<file path="src/rtl/mem_stage_ctrl.sv">
// mem_stage_ctrl: memory stage of the 5-stage pipeline.
// Sits between the EX/MEM latch outputs and the MEM/WB latch. The MEM/WB
// state is held inside this block.
//   - Issues a request to a multi-cycle data memory (mem_rd/mem_wr/mem_addr/
//     mem_wdata) and waits for mem_done.
//   - Raises stall_out while the access is pending, which freezes EX/MEM and
//     the stages above it.
//   - Emits a one-cycle mem_createdump pulse for DMemDump and then halts.
//   - Flags misaligned word accesses and memory timeouts through the sticky
//     err and halted outputs.
// Ports:
//   clk, rst                      clock, synchronous active-high reset
//   ex_valid, *_in                EX/MEM entry (control bits, address/ALU
//                                 result, store data, PC+2, destination)
//   mem_addr/wdata/rd/wr          data memory request
//   mem_createdump                dump pulse to data memory
//   mem_rdata, mem_done           memory response
//   stall_out                     upstream hold
//   wb_*                          registered MEM/WB bundle
//   err, halted                   sticky fatal error / halt flags
module mem_stage_ctrl #(
  parameter int TIMEOUT     = 16,
  parameter int ALIGN_CHECK = 1
) (
  input  logic        clk,
  input  logic        rst,
  input  logic        ex_valid,
  input  logic        RegWrite_in,
  input  logic        MemToReg_in,
  input  logic        DMemEn_in,
  input  logic        DMemWrite_in,
  input  logic        DMemDump_in,
  input  logic [15:0] aluOutput_in,
  input  logic [15:0] B_in,
  input  logic [15:0] updatedPC_in,
  input  logic [2:0]  WriteRegister_in,
  output logic [15:0] mem_addr,
  output logic [15:0] mem_wdata,
  output logic        mem_rd,
  output logic        mem_wr,
  output logic        mem_createdump,
  input  logic [15:0] mem_rdata,
  input  logic        mem_done,
  output logic        stall_out,
  output logic        wb_valid,
  output logic        wb_RegWrite,
  output logic        wb_MemToReg,
  output logic [15:0] wb_readData,
  output logic [15:0] wb_aluOutput,
  output logic [15:0] wb_updatedPC,
  output logic [2:0]  wb_WriteRegister,
  output logic        err,
  output logic        halted
);

  typedef enum logic [1:0] {IDLE, WAIT, HALT} state_t;

  localparam logic [7:0] TO = 8'(TIMEOUT);

  state_t      state_q, state_d;
  logic [7:0]  cnt_q, cnt_d;
  logic [15:0] hold_addr_q, hold_addr_d;
  logic [15:0] hold_wdata_q, hold_wdata_d;
  logic        hold_wr_q, hold_wr_d;
  logic        err_q, err_d, halted_q, halted_d;
  logic        wbv_q, wbv_d, wbrw_q, wbrw_d, wbm2r_q, wbm2r_d;
  logic [15:0] wbrd_q, wbrd_d, wbalu_q, wbalu_d, wbpc_q, wbpc_d;
  logic [2:0]  wbwr_q, wbwr_d;

  logic access, misalign, dump;
  assign access   = ex_valid & DMemEn_in & ~DMemDump_in;
  assign misalign = (ALIGN_CHECK != 0) & aluOutput_in[0];
  assign dump     = ex_valid & DMemDump_in;

  always_comb begin
    state_d        = state_q;
    cnt_d          = cnt_q;
    hold_addr_d    = hold_addr_q;
    hold_wdata_d   = hold_wdata_q;
    hold_wr_d      = hold_wr_q;
    err_d          = err_q;
    halted_d       = halted_q;
    wbv_d          = 1'b0;
    wbrw_d         = wbrw_q;
    wbm2r_d        = wbm2r_q;
    wbrd_d         = wbrd_q;
    wbalu_d        = wbalu_q;
    wbpc_d         = wbpc_q;
    wbwr_d         = wbwr_q;
    mem_addr       = 16'h0000;
    mem_wdata      = 16'h0000;
    mem_rd         = 1'b0;
    mem_wr         = 1'b0;
    mem_createdump = 1'b0;
    stall_out      = 1'b0;

    unique case (state_q)
      IDLE: begin
        cnt_d = 8'd0;
        if (dump) begin
          mem_createdump = 1'b1;
          stall_out      = 1'b1;
          halted_d       = 1'b1;
          state_d        = HALT;
        end else if (access && misalign) begin
          // Hold upstream: the machine is going down and the faulting
          // instruction must not be replaced.
          stall_out = 1'b1;
          err_d     = 1'b1;
          halted_d  = 1'b1;
          state_d   = HALT;
        end else if (access) begin
          mem_addr     = aluOutput_in;
          mem_wdata    = B_in;
          mem_rd       = ~DMemWrite_in;
          mem_wr       = DMemWrite_in;
          hold_addr_d  = aluOutput_in;
          hold_wdata_d = B_in;
          hold_wr_d    = DMemWrite_in;
          if (mem_done) begin
            wbv_d   = 1'b1;
            wbrw_d  = RegWrite_in;
            wbm2r_d = MemToReg_in;
            wbalu_d = aluOutput_in;
            wbpc_d  = updatedPC_in;
            wbwr_d  = WriteRegister_in;
            wbrd_d  = DMemWrite_in ? 16'h0000 : mem_rdata;
          end else begin
            stall_out = 1'b1;
            cnt_d     = 8'd1;
            state_d   = WAIT;
          end
        end else begin
          // Pass-through; bubbles also reload the bundle with wb_valid=0.
          wbv_d   = ex_valid;
          wbrw_d  = RegWrite_in;
          wbm2r_d = MemToReg_in;
          wbalu_d = aluOutput_in;
          wbpc_d  = updatedPC_in;
          wbwr_d  = WriteRegister_in;
          wbrd_d  = 16'h0000;
        end
      end

      WAIT: begin
        mem_addr  = hold_addr_q;
        mem_wdata = hold_wdata_q;
        mem_rd    = ~hold_wr_q;
        mem_wr    = hold_wr_q;
        stall_out = ~mem_done;
        if (mem_done) begin
          // EX/MEM is frozen, so *_in still describe the pending instruction.
          wbv_d   = 1'b1;
          wbrw_d  = RegWrite_in;
          wbm2r_d = MemToReg_in;
          wbalu_d = aluOutput_in;
          wbpc_d  = updatedPC_in;
          wbwr_d  = WriteRegister_in;
          wbrd_d  = hold_wr_q ? 16'h0000 : mem_rdata;
          cnt_d   = 8'd0;
          state_d = IDLE;
        end else if (cnt_q == TO) begin
          err_d    = 1'b1;
          halted_d = 1'b1;
          state_d  = HALT;
        end else if (cnt_q != 8'hFF) begin
          cnt_d = cnt_q + 8'd1;
        end
      end

      default: begin
        stall_out = 1'b1;
      end
    endcase
  end

  always_ff @(posedge clk) begin
    if (rst) begin
      state_q      <= IDLE;
      cnt_q        <= 8'd0;
      hold_addr_q  <= 16'h0000;
      hold_wdata_q <= 16'h0000;
      hold_wr_q    <= 1'b0;
      err_q        <= 1'b0;
      halted_q     <= 1'b0;
      wbv_q        <= 1'b0;
      wbrw_q       <= 1'b0;
      wbm2r_q      <= 1'b0;
      wbrd_q       <= 16'h0000;
      wbalu_q      <= 16'h0000;
      wbpc_q       <= 16'h0000;
      wbwr_q       <= 3'd0;
    end else begin
      state_q      <= state_d;
      cnt_q        <= cnt_d;
      hold_addr_q  <= hold_addr_d;
      hold_wdata_q <= hold_wdata_d;
      hold_wr_q    <= hold_wr_d;
      err_q        <= err_d;
      halted_q     <= halted_d;
      wbv_q        <= wbv_d;
      wbrw_q       <= wbrw_d;
      wbm2r_q      <= wbm2r_d;
      wbrd_q       <= wbrd_d;
      wbalu_q      <= wbalu_d;
      wbpc_q       <= wbpc_d;
      wbwr_q       <= wbwr_d;
    end
  end

  assign wb_valid         = wbv_q;
  assign wb_RegWrite      = wbrw_q;
  assign wb_MemToReg      = wbm2r_q;
  assign wb_readData      = wbrd_q;
  assign wb_aluOutput     = wbalu_q;
  assign wb_updatedPC     = wbpc_q;
  assign wb_WriteRegister = wbwr_q;
  assign err              = err_q;
  assign halted           = halted_q;

endmodule

</file>
<file path="config.mk">
export PLATFORM = sky130hd
export DESIGN_NAME = mem_stage_ctrl
export DESIGN_NICKNAME = d
export VERILOG_FILES = /design/src/rtl/mem_stage_ctrl.sv
export SDC_FILE = /design/constraint.sdc
export NUM_CORES = 1
export LEC_CHECK = 0
export CAP_MARGIN = 25
export CORE_MARGIN = 2
export CORE_UTILIZATION = 44
export CTS_CLUSTER_DIAMETER = 30
export DETAILED_ROUTE_END_ITERATION = 12
export PLACE_DENSITY = 0.8
export SYNTH_ARGS = -nofsm -noshare
export SYNTH_HDL_FRONTEND = slang
export SYNTH_SLANG_ARGS = --single-unit
</file>
<file path="constraint.sdc">
create_clock -name clk -period 3.8 [get_ports clk]
set_input_delay 1.14 -clock clk [delete_from_list [all_inputs] [get_ports clk]]
set_output_delay 1.14 -clock clk [all_outputs]
set_load 0.03 [all_outputs]
</file>
==> results_dict.tcl <==
set metrics [dict create \
    slew_headroom_pct 56.5 \
    core-area_um2 9680 \
    hold_depth 2 \
    placed_area_um2 6120 \
    fin_tns_setup_ns 0 \
    synth_warnings 0 \
    clock_sinks 99 \
    dr.pass1.iters 5 \
    synth_edf_count 0 \
    grt_overflow 0 \
    crit_type "input port to output port" \
    syn2layout_area_growth_pct 47.6 \
    dieArea_um2 10700 \
    finalCritPeriodShare_pct 97.7 \
    fin_util_pct 66.6 \
    io_pins 168 \
    dieHeight_um 104 \
    syn_area_per_cell_um2 7.68 \
    avgRoutedWirePerCell_um 16.3 \
    cts_buffers 9 \
    worst_pin_slew_ns 0.653 \
    dr.first_iter.drc_count 305 \
    rows 36 \
    start_kind "input port" \
    io_buffers 167 \
    synth_nets 647 \
    irDropWorstVdd_v 0.000214 \
    rr_endpoint "wb_readData[13]" \
    dp.cells 837 \
    cap_violations 0 \
    cts.clk_slew.worst_paths_ns 0.09 \
    rsz0062_at_grt "false" \
    htree_levels 3 \
    drc 0 \
    setup_viol 0 \
    fmax_ghz 0.269 \
    min_from "hold_addr_q[11]" \
    min_period_ns 3.71 \
    clockBufferDepth 2 \
    die_w_um 104 \
    drive_gt1_share_pct 12.4 \
    cts_tree "yes" \
    critical_path.max_stage_delay_ns 0.30 \
    pre_cts_ws_ns -0.0711 \
    nets 797 \
    vias 4761 \
    synth.top_cells.by_area "dfxtp_1 (45%), a21oi_1 (12%), nand2_1 (9.2%)" \
    grt_pass1_vias 4464 \
    r2r_cells 7 \
    diodes 0 \
    finalWorstSetupSlack_ns 0.0872 \
    ant_nets 0 \
    final_max_slew_viol_count 0 \
    worstSetupEndpointType "output port" \
    antenna_found_initial 0 \
    min_to "hold_addr_q[11]" \
    worst_ep_arrival_time_ns 2.57 \
    ys_seq_area_share_pct 45.4 \
    yosys.cell_types.count 45 \
    r2r_start "state_q[0]" \
    ys_ff_latch 99 \
    power_leakage_nw 2.29 \
    yosysTopAreaCellShare_pct 45.4 \
    status "complete, no violations" \
    hold_viol 0 \
    synthCells 569 \
    cp_cell_sequence "dlygate4sd2_1 -> nor4bb_4 -> buf_6 -> bufbuf_16 -> nand3_1 -> a21oi_1 -> buf_4" \
    synth_top_area_cell "dfxtp_1" \
    dp_hpwl_mm 9.26 \
    hp-class "flip-flop to flip-flop" \
    required_ns 2.66 \
    netlist_area_um2 4370 \
    path_max_fanout 9 \
    grt_pass1_wl_mm 22.7 \
    synthArstFlopShare_pct 0 \
    place.gp.congestion 0.875 \
    clock_latency_ns 0.35 \
    fin_cells 857 \
    grt_usage_pct 25.3 \
    reg2reg_slack_ns 1.48 \
    crit_start "aluOutput_in[0]" \
    clock-root-buffer "clkbuf_8" \
    synth_top_flop_cell "dfxtp_1" \
    routed_wl_mm 14.0 \
    slowest_stage "nor4bb_4" \
    grt_start_max_net_pins 51 \
    final_area_um2 6450 \
    initial_core_util_pct 45.1 \
    viasPerCell 5.56 \
    finClkSkew_ns 0.00858 \
    p_per_area_nw_per_um2 385 \
]
-- stage by stage --
stage / power, mW / hold slack, ns
finish: 2.48 / 0.460
global route: 2.59 / 0.479
CTS: 2.49 / 0.459
detailed placement: 1.83 / 0.447
global placement: 1.81 / 0.442
floorplan: 1.53 / 0.437
-- what timing repair did --
item / CTS / global route
gates resized for setup: 19 / 0
endpoints found under the setup margin: 34 / 0
setup buffers: 2 / 0
endpoints found under the hold margin: 0 / 0
hold buffers: 0 / 0
-- state kept, by name, summed over array words and instances (netlist names) --
signal,count
halted,1
wb_updatedPC,16
wb_RegWrite,1
hold_addr_q,16
wb_aluOutput,16
hold_wr_q,1
wb_valid,1
state_q,2
hold_wdata_q,16
wb_MemToReg,1
err,1
wb_WriteRegister,3
wb_readData,16
cnt_q,8
-- layout by cell type (no fill, tap or decap), types with 4 or more instances in the layout --
cell type / n
nand2_1: 107
dlygate4sd2_1: 4
dfxtp_1: 98
buf_4: 47
clkdlybuf4s50_1: 127
a21oi_2: 6
o21ai_0: 23
a21oi_1: 103
nand3_1: 70
a22o_1: 16
nor2_1: 12
o21ai_1: 20
inv_1: 6
clkbuf_8: 9
buf_6: 7
-- synth_stat cells, drive strengths merged (2+ instances only) --
library cell / instances
a21oi: 109
nand2: 107
dfxtp: 99
nand3: 70
o21ai: 44
clkbuf: 35
buf: 17
a22o: 16
nor2: 12
inv: 6
a22oi: 3
a31oi: 3
a41oi: 3
nand2b: 3
nor3: 3
a211o: 2
a31o: 2
a32o: 2
and2: 2
and3: 2
and4: 2
ha: 2
nand4: 2
nor2b: 2
nor4bb: 2
o31ai: 2
or4: 2
-- worst max-delay path: cells and delay by family --
kind	cells	cell delay, ns
buffers and inverters	4	0.89
AND/OR/NAND/NOR	2	0.38
AO/OA/AOI/OAI	1	0.15
-- per-layer routing --
layer / wire [um] / GRT usage (%) / vias up / share of wire (%)
met5: 0 / 0 / - / 0
met4: 171 / 5.69 / 0 / 1.2
met3: 1170 / 5.98 / 16 / 8.4
met2: 6910 / 43.1 / 210 / 50
met1: 5700 / 32.8 / 2230 / 41
li1: - / - / 2305 / -
-- layout make-up --
| type | count | area [um^2] |
|---|---|---|
| inverters | 7 | 26.3 |
| multi-input cells | 411 | 2220 |
| clock inverters | 6 | 65.1 |
| clock buffers | 10 | 128 |
| fillers | 807 | 3240 |
| flip-flops and latches | 99 | 1980 |
| well taps | 133 | 166 |
| repair buffers | 191 | 1860 |
-- cells by family (layout without fill, tap and decap cells) --
family | count (synthesis) | in the layout | synth area share [%]
compound gates | 195 | 195 | 26.2
fa+ha+maj | 2 | 2 | 0.573
buf+inv | 59 | 214 | 5.56
flops | 99 | 99 | 45.4
simple gates | 214 | 214 | 22.3
-- worst max-delay path by stage --
| stage | endpoint |
|---|---|
| 3_5_place_dp | mem_wdata[0] |
| 2_1_floorplan | mem_addr[10] |
| 4_1_cts | mem_wdata[1] |
| 5_1_grt | mem_wdata[7] |
| 6_report | mem_addr[5] |
| 3_3_place_gp | mem_wdata[0] |
-- report_power, final --
group / total [mW] / internal [mW] / switching, mW
clock network: 0.663 / 0.306 / 0.357
logic: 0.684 / 0.276 / 0.408
registers: 1.13 / 1.10 / 0.0333
(Power assumes the default switching activity.)
